## src/rtl/ddfs_burst_ctrl.sv

```systemverilog
// Burst/gate control ahead of the DDFS datapath: runs, holds or clears the phase
// accumulator and counts completed waveform cycles from the PCO carry.
module ddfs_burst_ctrl #(
  parameter int unsigned CNT_W       = 24,
  parameter int unsigned PER_W       = 32,
  parameter int unsigned SYNC_STAGES = 2
) (
  input  logic             Clock,
  input  logic             Reset,
  input  logic [1:0]       Mode,
  input  logic             Trig_Src,
  input  logic             Ext_Trig,
  input  logic             Manual_Trig,
  input  logic             Ext_Gate,
  input  logic             Gate_Pol,
  input  logic [CNT_W-1:0] Burst_Count,
  input  logic [PER_W-1:0] Int_Period,
  input  logic [13:0]      Start_Phase,
  input  logic             PCO,
  output logic             BurstEN,
  output logic             Burst_IEG_AP_Sel,
  output logic             DDFS_Reset,
  output logic [13:0]      Start_Phase_OUT,
  output logic             Burst_Active,
  output logic             Burst_Done,
  output logic             Trig_Out
);

  localparam logic [1:0]       MODE_BURST = 2'b01;
  localparam logic [1:0]       MODE_GATE  = 2'b10;
  localparam logic [PER_W-1:0] PER_MIN    = PER_W'(2);
  localparam logic [CNT_W-1:0] CNT_MAX    = {CNT_W{1'b1}};

  typedef enum logic [1:0] {ST_CONT, ST_IDLE, ST_RUN, ST_FINISH} state_t;

  state_t             state;
  state_t             state_nxt;
  logic [SYNC_STAGES-1:0] trig_sync;
  logic [SYNC_STAGES-1:0] gate_sync;
  logic               trig_q;
  logic               pco_q;
  logic [1:0]         mode_q;
  logic               src_q;
  logic [1:0]         run_mode;
  logic [PER_W-1:0]   timer;
  logic [CNT_W-1:0]   cnt;
  logic               accept;

  logic               ext_edge;
  logic               gate_act;
  logic               pco_evt;
  logic               timer_en;
  logic               cfg_chg;
  logic               tmr_evt;
  logic               trig_evt;
  logic               mode_burst;
  logic               mode_gate;
  logic               mode_act;
  logic               cnt_last;
  logic [PER_W-1:0]   period_last;

  assign ext_edge    = trig_sync[SYNC_STAGES-1] & ~trig_q;
  assign gate_act    = (gate_sync[SYNC_STAGES-1] == Gate_Pol);
  assign pco_evt     = PCO & ~pco_q;
  assign mode_burst  = (Mode == MODE_BURST);
  assign mode_gate   = (Mode == MODE_GATE);
  assign mode_act    = mode_burst | mode_gate;
  assign period_last = ((Int_Period < PER_MIN) ? PER_MIN : Int_Period) - PER_W'(1);
  assign timer_en    = mode_burst & ~Trig_Src;
  assign cfg_chg     = (Mode != mode_q) | (Trig_Src != src_q);
  // >= keeps the wrap safe when Int_Period shrinks below the running count
  assign tmr_evt     = timer_en & ~cfg_chg & (timer >= period_last);
  assign trig_evt    = (tmr_evt & ~Trig_Src) | (ext_edge & Trig_Src) | Manual_Trig;
  assign cnt_last    = (Burst_Count != '0) && (cnt == Burst_Count - CNT_W'(1));

  // Input synchronisers, edge-detect flops and the internal trigger timer
  always_ff @(posedge Clock or negedge Reset) begin
    if (!Reset) begin
      trig_sync <= '0;
      gate_sync <= '0;
      trig_q    <= 1'b0;
      pco_q     <= 1'b0;
      mode_q    <= 2'b00;
      src_q     <= 1'b0;
      timer     <= '0;
    end else begin
      trig_sync <= {trig_sync[SYNC_STAGES-2:0], Ext_Trig};
      gate_sync <= {gate_sync[SYNC_STAGES-2:0], Ext_Gate};
      trig_q    <= trig_sync[SYNC_STAGES-1];
      pco_q     <= PCO;
      mode_q    <= Mode;
      src_q     <= Trig_Src;
      if (!timer_en || cfg_chg || tmr_evt) timer <= '0;
      else                                  timer <= timer + PER_W'(1);
    end
  end

  // Next-state decode; a trigger taken in IDLE wins over a coincident PCO edge
  always_comb begin
    state_nxt = state;
    accept    = 1'b0;
    case (state)
      ST_CONT: begin
        if (mode_act) state_nxt = ST_IDLE;
      end
      ST_IDLE: begin
        if ((mode_burst && trig_evt) || (mode_gate && gate_act)) begin
          state_nxt = ST_RUN;
          accept    = 1'b1;
        end else if (!mode_act) begin
          state_nxt = ST_CONT;
        end
      end
      ST_RUN: begin
        if (Mode != run_mode) state_nxt = ST_FINISH;
        else if (pco_evt && ((mode_burst && cnt_last) || (mode_gate && !gate_act)))
          state_nxt = ST_FINISH;
      end
      ST_FINISH: begin
        state_nxt = mode_act ? ST_IDLE : ST_CONT;
      end
      default: state_nxt = ST_CONT;
    endcase
  end

  // State, cycle counter and registered outputs decoded from the next state
  always_ff @(posedge Clock or negedge Reset) begin
    if (!Reset) begin
      state            <= ST_CONT;
      run_mode         <= 2'b00;
      cnt              <= '0;
      BurstEN          <= 1'b0;
      Burst_IEG_AP_Sel <= 1'b0;
      DDFS_Reset       <= 1'b1;
      Start_Phase_OUT  <= '0;
      Burst_Active     <= 1'b0;
      Burst_Done       <= 1'b0;
      Trig_Out         <= 1'b0;
    end else begin
      state            <= state_nxt;
      BurstEN          <= (state_nxt != ST_CONT);
      Burst_IEG_AP_Sel <= mode_gate;
      DDFS_Reset       <= (state_nxt == ST_IDLE) || (state_nxt == ST_FINISH);
      Burst_Active     <= (state_nxt == ST_RUN);
      Burst_Done       <= (state_nxt == ST_FINISH);
      Trig_Out         <= accept;
      if (accept) begin
        Start_Phase_OUT <= Start_Phase;
        run_mode        <= Mode;
        cnt             <= '0;
      end else if ((state == ST_RUN) && pco_evt && (cnt != CNT_MAX)) begin
        cnt <= cnt + CNT_W'(1);
      end
    end
  end

endmodule

```

## config.mk

```make
export PLATFORM = sky130hd
export DESIGN_NAME = ddfs_burst_ctrl
export DESIGN_NICKNAME = d
export VERILOG_FILES = /design/src/rtl/ddfs_burst_ctrl.sv
export SDC_FILE = /design/constraint.sdc
export NUM_CORES = 1
export LEC_CHECK = 0
export BUFFER_PORTS_ARGS = -buffer_cell sky130_fd_sc_hd__buf_2
export CAP_MARGIN = 20
export CORE_ASPECT_RATIO = 0.6
export CORE_MARGIN = 5
export CORE_UTILIZATION = 35
export CTS_BUF_LIST = sky130_fd_sc_hd__clkbuf_16
export DETAILED_ROUTE_END_ITERATION = 10
export REMOVE_ABC_BUFFERS = 1
export SYNTH_ARGS = -nofsm -noshare
export SYNTH_HDL_FRONTEND = slang
export SYNTH_SLANG_ARGS = --single-unit
```

## constraint.sdc

```tcl
create_clock -name Clock -period 3.3 [get_ports Clock]
set_input_delay 0.495 -clock Clock [delete_from_list [all_inputs] [get_ports Clock]]
set_output_delay 0.495 -clock Clock [all_outputs]
set_load 0.01 [all_outputs]
```

==> qor.txt <==
Slew Limit Fails - 0
# IOs - 100
Multi-input gate area - 4050 µm²
Sequential Area - 2230 µm²
Critical Path Source Type - input pin
Layout Nets - 955
worst hold path class - input pin to asynchronous set/reset pin
Avg WL per Cell - 15.7 µm
CTS clk-pin slew, worst paths - 60 ps
Fill cells - 1525
Netlist cell types - 59
Cell Area, Synth - 5960 µm²
worst-margin pin slew - 668 ps
I/O Buffers - 99
fmax - 0.210 GHz
share of cells above drive strength 1 - 36.9%
grt total ovfl - 0
vias per std cell - 5.05
Die Area - 19800 µm²
TritonCTS clock tree - built
Root Buffer - clkbuf_16
Area Growth Syn to Fin - 41.7%
final setup vio count - 78
die width - 178 µm
Required @ worst endpoint - 3520 ps
Final WS setup - -1470 ps
crit path time final - 4770 ps
Antenna Cells - 0
Arr. time, crit path - 4980 ps
Clk Latency, worst-skew pair - 330 ps
Setup Skew - 8.17 ps
Setup TNS - -99600 ps
worst r2r src - timer[0]
pre-CTS setup slack - -2010 ps
#FFs+latches synth - 89
Peak VDD IR - 0.451 mV
post-place instance area - 7370 µm²
Final Hold Vio Count - 0
DRC Markers - 0
Leakage - 0.00368 µW
number of buffers created by CTS - 9
Main synth FF type - dfrtp_1
Synth Instances - 630
overall global routing resource usage - 16.6%
max_slew headroom - 55.5%
# Max-Cap Violations - 0
global-route wire length before repair - 26800 µm
clock tree buffer depth - 2
initial antenna violation count - 0
failing checks - setup timing
Iteration-0 DRC Markers - 349
Final Cycle Share - 144%
Cell Rows - 36
Die Ht - 111 µm
CP Class - input pin to flip-flop
vias in the first global route - 5128
post-synthesis async set-or-reset flop share - 100%
crit path capture type - flip-flop
post-synthesis sequential area ratio - 37.4%
crit-path max FO - 6
Final ANT Viol Nets - 0
cell area after layout - 8440 µm²
final WL - 16700 µm
Initial Utilization - 36.1%
Core Region - 16500 µm²
TritonCTS Sinks - 89
DP Wirelength - 12200 µm
hold slack - 187 ps
routability congestion estimate - 0.867
Core Util, Final - 51.2%
status - finished with violations
unrepaired setup endpoints after global routing - true
DRT Pass-1 Iters - 6
crit path launch - Int_Period[23]
H-tree lvl count - 3
vias after detailed routing - 5390
Power Dens Cells - 373 nW/µm²
syn avg cell area - 9.46 µm²
largest net degree at the start of global routing - 52
Synth Warn # - 0
Post-synth EDFFs - 0
==> routing by layer <==
layer,up-vias,global-route usage [%],share of wire [%]
li1,2671,-,-
met1,2572,27.8,55
met2,136,21.1,39
met3,11,4.23,5.9
met4,0,2.30,0.55
met5,-,0,0
==> worst paths after layout <==
path | end | slack [ps] | cells after the start
hold reg to reg | gate_sync[1] | 350 | 0
hold / removal | cnt[5] | 190 | 1
min in group Clock | trig_sync[0] | 270 | 1
max in group asynchronous | DDFS_Reset | 2340 | 2
setup reg to reg | Start_Phase_OUT[4] | 320 | 12
setup / recovery | Start_Phase_OUT[4] | -1470 | 24
==> sequential cells by signal, summed over array words and instances (netlist names) <==
signal            cells
Burst_Active          1
BurstEN               1
Trig_Out              1
mode_q                2
state                 2
pco_q                 1
cnt                  24
gate_sync             2
trig_sync             2
Burst_Done            1
run_mode              2
Start_Phase_OUT      14
trig_q                1
Burst_IEG_AP_Sel      1
src_q                 1
timer                32
DDFS_Reset            1
==> cell usage after synthesis, drive strengths merged, types with 2 or more instances <==
master    n  area share, %
a2111oi   3           0.44
nand4    23            2.4
or3       5           0.52
or3b      2           0.29
or4       7            1.1
and4     11            1.6
nor4bb    2           0.34
nand3b    3           0.38
clkbuf   11           0.69
nor4     18            2.2
o311ai    2           0.29
o211ai    2           0.25
nor4b     2           0.29
inv      16            1.0
nor2b     7           0.73
nand2b    5           0.65
nor3     23            1.9
nand3    33            2.8
a211oi    4           0.59
nor2     88            5.5
a31oi     5           0.52
a21oi    15            1.3
buf       2           0.15
a211o     3           0.44
o31ai     4           0.59
ha       39            8.2
and2      3           0.32
and3     12            1.3
nor3b     2           0.34
xnor2    70             10
xor2     46            6.8
a21o      7           0.88
o2111ai   2           0.29
o21ai     6           0.50
mux2     16            3.0
nand2    30            1.9
dfrtp    88             37
==> report_power, final <==
group,switching [µW],internal (µW)
logic,382,482
clock network,402,572
registers,83.3,1230
total,867,2280
==> layout make-up <==
type / count / share of cell area (%)
flip-flops and latches: 89 / 26.4
multi-input cells: 512 / 48.0
well taps: 228 / 3.38
clock buffers: 9 / 2.67
repair buffers: 208 / 18.3
inverters: 16 / 0.711
clock inverters: 6 / 0.622
==> metrics by stage <==
step           std cells  power (µW)
2_1_floorplan        617        1630
3_3_place_gp        1028        1960
3_5_place_dp        1028        1970
4_1_cts             1057        3110
5_1_grt             1068        3340
6_report            1068        3150
==> cells in the final DEF (no fill, tap or decap), types with 7 or more instances in the layout <==
cell / n
and3_1: 12
nor2_2: 20
xnor2_1: 70
inv_1: 18
nor3_1: 21
mux2_4: 16
nand2_1: 25
nand3_1: 33
and4_1: 9
nor2b_1: 7
a21oi_1: 13
a21o_1: 7
buf_6: 13
buf_2: 96
dfrtp_1: 88
nor4_1: 13
nor2_1: 51
ha_1: 36
nand4_1: 23
xor2_1: 46
nor2_4: 17
clkbuf_16: 11
buf_4: 87
==> cell families after synthesis <==
kind of cell	count (synthesis)	synth area share, %
fa+ha+maj	39	8.19
flops	89	37.4
xor+xnor	116	17.1
compound gates	62	7.41
mux	17	3.19
buf+inv	29	1.85
simple gates	278	24.9
==> timing repair <==
| action | 4_1_cts | 5_1_grt |
|---|---|---|
| pin swaps | 17 | 31 |
| setup endpoints to repair | 78 | 78 |
| gates resized for setup | 60 | 76 |
| hold buffers | 0 | 0 |
| buffers inserted | 12 | 11 |
| gates cloned | 3 | 3 |
==> worst max-delay path, stage by stage <==
cell	delay (ps)
buf_6	90
or4_4	530
or4_4	460
nor2_4	100
and4_4	220
nand2b_4	130
ha_4	120
nand4_1	130
nor2_2	170
nand2_2	80
buf_6	130
nor3_4	110
xnor2_1	90
ha_2	330
nand4_1	100
nor3_2	210
buf_4	140
and2_4	130
o311a_4	180
a211oi_4	60
o31ai_4	320
buf_6	200
buf_12	140
mux2_4	300
No activity file was read; power rests on OpenSTA's default activity.
